===== src/rtl/fb_pkg.sv =====
// Shared widths and fill-engine state encoding for the frame-buffer write path.
// No logic; types and defaults only.
// Imported by fb_wr_fifo and fb_write_arbiter.
package fb_pkg;

  localparam int FB_ADDR_W     = 15;
  localparam int FB_DATA_W     = 6;
  localparam int FB_FIFO_DEPTH = 4;

  typedef enum logic {
    IDLE = 1'b0,
    FILL = 1'b1
  } fill_state_t;

endpackage


===== src/rtl/fb_wr_fifo.sv =====
// Synchronous FIFO holding CPU pixel writes {addr, data}.
// Latency: a pushed entry is visible at the head one edge after the push.
// Backpressure: full when count == DEPTH; pushes while full and pops while empty are ignored.
module fb_wr_fifo
  import fb_pkg::*;
#(
  parameter int AW    = FB_ADDR_W,
  parameter int DW    = FB_DATA_W,
  parameter int DEPTH = FB_FIFO_DEPTH,
  localparam int PW   = $clog2(DEPTH),
  localparam int CW   = PW + 1
) (
  input  logic          clk,
  input  logic          rst_n,
  input  logic          push,
  input  logic [AW-1:0] push_addr,
  input  logic [DW-1:0] push_data,
  input  logic          pop,
  output logic [AW-1:0] pop_addr,
  output logic [DW-1:0] pop_data,
  output logic          full,
  output logic          empty,
  output logic [CW-1:0] count
);

  logic [AW+DW-1:0] mem [DEPTH];
  logic [PW-1:0]    wr_ptr;
  logic [PW-1:0]    rd_ptr;
  logic             push_ok;
  logic             pop_ok;

  assign full    = (count == CW'(DEPTH));
  assign empty   = (count == '0);
  assign push_ok = push && !full;
  assign pop_ok  = pop && !empty;

  assign {pop_addr, pop_data} = mem[rd_ptr];

  // Storage array; contents are don't-care until pointed at, so no reset.
  always_ff @(posedge clk) begin
    if (push_ok) begin
      mem[wr_ptr] <= {push_addr, push_data};
    end
  end

  // Pointers wrap naturally because DEPTH is a power of two.
  always_ff @(posedge clk or negedge rst_n) begin
    if (!rst_n) begin
      wr_ptr <= '0;
      rd_ptr <= '0;
      count  <= '0;
    end else begin
      if (push_ok) wr_ptr <= wr_ptr + 1'b1;
      if (pop_ok)  rd_ptr <= rd_ptr + 1'b1;
      case ({push_ok, pop_ok})
        2'b10:   count <= count + 1'b1;
        2'b01:   count <= count - 1'b1;
        default: count <= count;
      endcase
    end
  end

endmodule


===== src/rtl/fb_write_arbiter.sv =====
// Merges queued CPU pixel writes and an optional rectangle-fill engine onto one frame-buffer write port.
// Latency: 2 edges from CPU strobe to fb_we when uncontended; fill pixels issue one edge after grant.
// Backpressure: cpu_full stalls the bus; writes arriving while full are dropped and flagged in cpu_ovf.
// Fill engine present only when FB_ARB_FILL_EN is defined.
module fb_write_arbiter
  import fb_pkg::*;
#(
  parameter int ADDR_W     = FB_ADDR_W,
  parameter int DATA_W     = FB_DATA_W,
  parameter int FIFO_DEPTH = FB_FIFO_DEPTH,
  localparam int CNT_W     = $clog2(FIFO_DEPTH) + 1
) (
  input  logic              clk,
  input  logic              rst_n,
  input  logic              cpu_we,
  input  logic [ADDR_W-1:0] cpu_addr,
  input  logic [DATA_W-1:0] cpu_data,
  output logic              cpu_full,
  output logic              cpu_ovf,
  input  logic              fill_start,
  input  logic [ADDR_W-1:0] fill_base,
  input  logic [ADDR_W-1:0] fill_len,
  input  logic [DATA_W-1:0] fill_color,
  output logic              fill_busy,
  output logic              fill_done,
  output logic              fb_we,
  output logic [ADDR_W-1:0] fb_addr,
  output logic [DATA_W-1:0] fb_data
);

  logic              fifo_empty;
  logic [ADDR_W-1:0] q_addr;
  logic [DATA_W-1:0] q_data;
  logic [CNT_W-1:0]  fifo_count_unused;
  logic              grant_cpu;
  logic              grant_fill;
  logic [ADDR_W-1:0] wr_addr;
  logic [DATA_W-1:0] wr_data;

  fb_wr_fifo #(
    .AW    (ADDR_W),
    .DW    (DATA_W),
    .DEPTH (FIFO_DEPTH)
  ) u_fifo (
    .clk       (clk),
    .rst_n     (rst_n),
    .push      (cpu_we && !cpu_full),
    .push_addr (cpu_addr),
    .push_data (cpu_data),
    .pop       (grant_cpu),
    .pop_addr  (q_addr),
    .pop_data  (q_data),
    .full      (cpu_full),
    .empty     (fifo_empty),
    .count     (fifo_count_unused)
  );

  // Overflow flag sticks until reset so software can detect lost pixels.
  always_ff @(posedge clk or negedge rst_n) begin
    if (!rst_n) begin
      cpu_ovf <= 1'b0;
    end else if (cpu_we && cpu_full) begin
      cpu_ovf <= 1'b1;
    end
  end

`ifdef FB_ARB_FILL_EN
  fill_state_t       state;
  logic [ADDR_W-1:0] fill_addr;
  logic [ADDR_W-1:0] fill_rem;
  logic [DATA_W-1:0] fill_col;
  logic              rr_cpu;
  logic              done_pend;
  logic              fill_req;

  assign fill_req   = (state == FILL);
  assign fill_busy  = fill_req;
  assign grant_cpu  = !fifo_empty && (!fill_req || rr_cpu);
  assign grant_fill = fill_req && !grant_cpu;
  assign wr_addr    = grant_cpu ? q_addr : fill_addr;
  assign wr_data    = grant_cpu ? q_data : fill_col;

  // Fill FSM; done is delayed one cycle so it follows the last pixel's fb_we.
  always_ff @(posedge clk or negedge rst_n) begin
    if (!rst_n) begin
      state     <= IDLE;
      fill_addr <= '0;
      fill_rem  <= '0;
      fill_col  <= '0;
      done_pend <= 1'b0;
      fill_done <= 1'b0;
    end else begin
      fill_done <= done_pend;
      done_pend <= 1'b0;
      case (state)
        IDLE: begin
          if (fill_start) begin
            if (fill_len != '0) begin
              state     <= FILL;
              fill_addr <= fill_base;
              fill_rem  <= fill_len;
              fill_col  <= fill_color;
            end else begin
              fill_done <= 1'b1;
            end
          end
        end
        FILL: begin
          if (grant_fill) begin
            fill_addr <= fill_addr + 1'b1;
            fill_rem  <= fill_rem - 1'b1;
            if (fill_rem == ADDR_W'(1)) begin
              state     <= IDLE;
              done_pend <= 1'b1;
            end
          end
        end
        default: state <= IDLE;
      endcase
    end
  end

  // Round-robin pointer: after any grant, favour the other requester next time.
  always_ff @(posedge clk or negedge rst_n) begin
    if (!rst_n) begin
      rr_cpu <= 1'b1;
    end else if (grant_cpu) begin
      rr_cpu <= 1'b0;
    end else if (grant_fill) begin
      rr_cpu <= 1'b1;
    end
  end
`else
  logic fill_inputs_unused;

  assign fill_inputs_unused = ^{fill_start, fill_base, fill_len, fill_color};
  assign fill_busy          = 1'b0;
  assign fill_done          = 1'b0;
  assign grant_cpu          = !fifo_empty;
  assign grant_fill         = 1'b0;
  assign wr_addr            = q_addr;
  assign wr_data            = q_data;
`endif

  // Registered write port; address/data hold their last value on idle cycles.
  always_ff @(posedge clk or negedge rst_n) begin
    if (!rst_n) begin
      fb_we   <= 1'b0;
      fb_addr <= '0;
      fb_data <= '0;
    end else begin
      fb_we <= grant_cpu || grant_fill;
      if (grant_cpu || grant_fill) begin
        fb_addr <= wr_addr;
        fb_data <= wr_data;
      end
    end
  end

endmodule


===== config.mk =====
export PLATFORM = sky130hd
export DESIGN_NAME = fb_write_arbiter
export DESIGN_NICKNAME = d
export VERILOG_FILES = /design/src/rtl/fb_pkg.sv /design/src/rtl/fb_wr_fifo.sv /design/src/rtl/fb_write_arbiter.sv
export SDC_FILE = /design/constraint.sdc
export NUM_CORES = 1
export LEC_CHECK = 0
export CAP_MARGIN = 10
export CORE_MARGIN = 3
export CORE_UTILIZATION = 45
export CTS_CLUSTER_DIAMETER = 50
export CTS_CLUSTER_SIZE = 20
export DETAILED_ROUTE_END_ITERATION = 8
export PLACE_DENSITY = 0.79
export RECOVER_POWER = 100
export REMOVE_ABC_BUFFERS = 1
export SKIP_LAST_GASP = 1
export SYNTH_ARGS = -nofsm -noshare
export SYNTH_HDL_FRONTEND = slang
export SYNTH_SLANG_ARGS = --single-unit

===== constraint.sdc =====
create_clock -name clk -period 3 [get_ports clk]
set_input_delay 0.45 -clock clk [delete_from_list [all_inputs] [get_ports clk]]
set_output_delay 0.45 -clock clk [all_outputs]
set_load 0.05 [all_outputs]

**Yosys cells after proc, flatten, opt, wreduce, memory -nomap -nowiden**

Memory sizes are Yosys's and may differ from the RTL's. A register that Yosys moved wholly into a read port is not among the register bits.
Index checks and enable logic that the tools add are counted.

- Register bits after elaboration: 9
- RAM bits: 84
- Input bits: 61
- Output and inout port bits: 26
- Memories kept: 1

- $add $sub $neg: 4
- Eq/ne operators: 3
- Mux-type cells: 3
- Reduce and logical (&&, ||, !) cells: 9

Memories:

| name | depth | bits a word | rd ports | clocked after memory_dff | wr ports | line | source |
|---|---|---|---|---|---|---|---|
| u_fifo.mem | 4 | 21 | 1 | 1 | 1 | fb_wr_fifo.sv:26 | `logic [AW+DW-1:0] mem [DEPTH];` |

Operator list:

| cell | count |
|---|---|
| $pmux W3 S2 | 1 |
| $add A2 B1 Y2 const B | 2 |
| $logic_not A1 Y1 | 4 |
| $add A3 B1 Y3 const B | 1 |
| $eq A3 B3 Y1 const B | 1 |
| $logic_and A1 B1 Y1 | 3 |
| $logic_not A3 Y1 | 1 |
| $sub A3 B1 Y3 const B | 1 |
| $eq A2 B1 Y1 const B | 1 |
| $eq A2 B2 Y1 const B | 1 |
| $mux W1 | 2 |
| $reduce_bool A2 Y1 | 1 |

**Depth between registers and ports, before layout**

- Depth after elaboration: 6
- Mapped depth: 7
- Mapped depth without buffers: 7

**Cells and area by module**

From an unflattened synthesis, not the netlist that was laid out.

- Cells, all modules: 199
- Area total of the unflattened synthesis: 4364.2 µm²

Modules (own cells, without submodules):

| module | instances | cells each | area each (µm²) | seq. area each (µm²) |
|---|---|---|---|---|
| fb_wr_fifo | 1 | 147 | 3493.4 | 2697.6 |
| fb_write_arbiter | 1 | 52 | 870.8 | 575.6 |

**Worst setup path before layout**

OpenSTA, ideal clock, no wires.

- Path kind: input to register
- Start point: in cpu_we
- End point: mem u_fifo.mem[0][0] (netlist bit) (enable)
- Library setup time: 379 ps
- Arrival: 1574 ps
- Path slack: 1046 ps
- Stages: 3
- Buffers on the path: 1
- Cell sequence: clkbuf_1 > a21boi_2 > and2_1

- Longest elaborated chain between the ends: 4

RTL lines:

| what | line | source |
|---|---|---|
| start, declared | fb_write_arbiter.sv:15 | `input logic cpu_we,` |
| $logic_and A1 B1 Y1 | fb_write_arbiter.sv:47 | `.push (cpu_we && !cpu_full),` |
| $logic_and A1 B1 Y1 | fb_wr_fifo.sv:34 | `assign push_ok = push && !full;` |
| $mux W1 | fb_wr_fifo.sv:41 | `if (push_ok) begin` |
| $mux W1 (not written as such) | fb_wr_fifo.sv:42 | `mem[wr_ptr] <= {push_addr, push_data};` |
| end, declared | fb_wr_fifo.sv:26 |  |

No other way between the ends.

**Worst setup path in the final report**

- Start point: reg u_fifo.count[0]
- End point: out cpu_full

- Longest elaborated chain between the ends: 1

RTL lines:

| what | line | source |
|---|---|---|
| start, declared | fb_wr_fifo.sv:23 | `output logic [CW-1:0] count` |
| start signal, assigned | fb_wr_fifo.sv:56 | `2'b10: count <= count + 1'b1;` |
| start signal, assigned | fb_wr_fifo.sv:57 | `2'b01: count <= count - 1'b1;` |
| start signal, assigned | fb_wr_fifo.sv:58 | `default: count <= count;` |
| $eq A3 B3 Y1 | fb_wr_fifo.sv:32 | `assign full = (count == CW'(DEPTH));` |
| end, declared | fb_write_arbiter.sv:18 | `output logic cpu_full,` |

No other way between the ends.

==> impl_metrics.yaml <==
logic_synthesis:
  synthCells: 248
  yosysWarnings: 0
  synth.top_cell.area_share_pct: 57.9
  synth.area.top_cells: "edfxtp_1 58%, dfrtp_1 17%, mux4_2 9.3%, nand2_1 5.6%, mux4_1 1.8%"
  synth_area_sq_um: 4360
  synth_seq_cells: 114
  synth_edf_count: 84
  synth_common_cells: "84 x edfxtp_1, 65 x nand2_1, 30 x dfrtp_1, 18 x mux4_2, 6 x inv_1"
  synth_area_per_cell_sq_um: 17.6
  async_reset_ff_share_pct: 26.3
  synth-main-ff-cell: "edfxtp_1"
  yosysUniqueCellTypes: 26
  ys_seq_area_share_pct: 75.1
  yosysMostFrequentCell: "edfxtp_1"
  yosysTopAreaCell: "edfxtp_1"
clock_tree:
  root_buffer: "clkbuf_8"
  cts_tree: "yes"
  cts-resized-gates: 0
  cts_htree_levels: 4
  clk_pin_slew_worst_paths_ns: 0.06
  clkLatencyLatePin_ns: 0.51
  clk_path_buf_depth: 2
  cts_buffers: 17
  numClockSinks: 114
grt:
  grt_usage_pct: 15.4
  grt_antenna_before_repair: 1
  grt_max_degree: 31
  grt_pass1_wl_um: 12500
  grt_pass1_vias: 2377
  gr-total-overflow: 0
floorplanning:
  die_w_um: 104
  start_util_pct: 46.7
  core_sq_um: 9330
  row_count: 35
  die_area_sq_um: 10900
  die_h_um: 104
  io_pins: 87
sta:
  slew-limit-headroom_pct: -12.8
  rsz0062_at_grt: "false"
  min_period_over_period_pct: 91.5
  final_hold_viol_count: 0
  max_freq_ghz: 0.364
  slew_violations: 31
  finalSetupTns_ns: 0
  finalSetupViolCount: 0
  clock_skew_ns: 0.0103
  fin_crit_ns: 2.74
  worstMarginPinSlew_ns: 1.69
cells_and_area:
  syn_to_final_growth_pct: 25.3
  drive_above_1_share_pct: 15.7
  fillCellCount: 710
  layout.nets: 377
  fin_util_pct: 58.6
power:
  ir_drop_mv: 0.505
  static-leakage-power_nw: 2.06
  p_per_area_nw_per_um2: 1140
  total_power_mw: 6.22
hold_path:
  holdCritPathClass: "reg2reg"
  whs_path_depth: 2
critical_path:
  startpoint_type: "flop"
  r2r_cells: 4
  crit_required_ns: 2.55
  worst-path-max-fanout: 6
  arrival_ns: 2.29
  cp-end-kind: "output pin"
  critical_path_class: "reg2out"
routing:
  num_vias: 2258
  via_per_inst: 4.97
  firstDrtPassIters: 4
  drt_iter0_markers: 101
  wl_um: 7700
  wl_per_cell_um: 17.0
  post-route-drc-count: 0
  ant_nets: 0
placement:
  place_congestion: 0.653
  io_buffers: 47
  hpwl_um: 4540
run_status:
  violations: "capacitance limit, slew limit"
  run_status: "complete, but fails checks"
run:
  cap_violations: 1
critical path: stages, from the launching register on:
cell	delay, ns
dfrtp_1	0.45
nor2_1	0.26
and2_0	0.20
dlygate4sd3_1	0.88
state kept, by name (all words and copies together) (netlist names):
signal         flops
u_fifo.wr_ptr      2
u_fifo.mem        84
u_fifo.rd_ptr      2
fb_data            6
fb_we              1
cpu_ovf            1
u_fifo.count       3
fb_addr           15
repair_timing:
action	4_1_cts	5_1_grt
hold buffers	1	0
setup buffers	0	0
endpoints found under the hold margin	5	0
metrics by stage:
stage	setup WS [ns]	instance area, sq um	cells	hold WS (ns)
floorplan	1.09	4270	237	0.154
global placement	0.732	4940	420	0.444
detailed placement	0.723	4940	420	0.451
CTS	0.224	5490	453	0.464
global route	0.0864	5460	454	0.471
finish	0.255	5460	454	0.453
final cells by class:
cell class / instances / area [sq um] / area share (%)
well taps: 129 / 161 / 2.95
inverters: 6 / 22.5 / 0.412
diodes: 1 / 2.50 / 0.0458
multi-input cells: 117 / 955 / 17.5
clock buffers: 26 / 478 / 8.75
flip-flops and latches: 114 / 3270 / 59.9
repair buffers: 55 / 517 / 9.46
clock inverters: 6 / 53.8 / 0.985
where the power goes:
part	internal (mW)	total [mW]	leakage, nW	switching (mW)
clock	1.15	1.78	0.264	0.630
combinational	0.763	2.01	0.679	1.25
sequential	2.17	2.43	1.12	0.258
layer usage:
| layer | global-route usage (%) | vias up | routed length (um) |
|---|---|---|---|
| met4 | 5.13 | 0 | 78 |
| met5 | 0 | - | 0 |
| met1 | 18.0 | 1153 | 3170 |
| met3 | 6.27 | 9 | 403 |
| li1 | - | 1037 | - |
| met2 | 25.9 | 59 | 4040 |
kinds of logic (layout without fill, tap and decap cells):
family                   after synthesis  after routing  share of synthesized area (%)
flip-flops                           114            114                           75.1
XOR/XNOR                               3              3                          0.603
AND/OR/NAND/NOR                       75             75                           7.06
other                                  1              3                         0.0860
adder cells (fa/ha/maj)                5              5                           1.61
AO/OA/AOI/OAI                         10             10                           1.44
multiplexers                          22             22                           11.4
buffers and inverters                 18             93                           2.76
layout by cell type (no fill, tap or decap), types with 2 or more instances in the layout:
cell type / count
edfxtp_1: 84
nand2_1: 65
dlygate4sd3_1: 46
dfrtp_1: 30
mux4_2: 18
clkbuf_16: 16
clkbuf_1: 7
inv_1: 6
and2_0: 5
a21oi_1: 5
ha_1: 4
clkbuf_8: 4
clkinv_2: 4
clkbuf_2: 4
nor2_1: 3
xnor2_1: 3
mux4_1: 3
buf_4: 3
nor3_1: 2
conb_1: 2
worst paths after layout:
| check | from | to | slack (ns) |
|---|---|---|---|
| min in group asynchronous | rst_n | u_fifo.count[1] | 0.92 |
| max reg2reg | u_fifo.count[0] | u_fifo.rd_ptr[1] | 0.44 |
| min reg2reg | fb_addr[13] | fb_addr[13] | 0.45 |
| max | u_fifo.count[0] | cpu_full | 0.26 |
| min | fb_addr[13] | fb_addr[13] | 0.45 |
| max in group asynchronous | rst_n | u_fifo.rd_ptr[0] | 1.09 |
(Power assumes the default switching activity.)
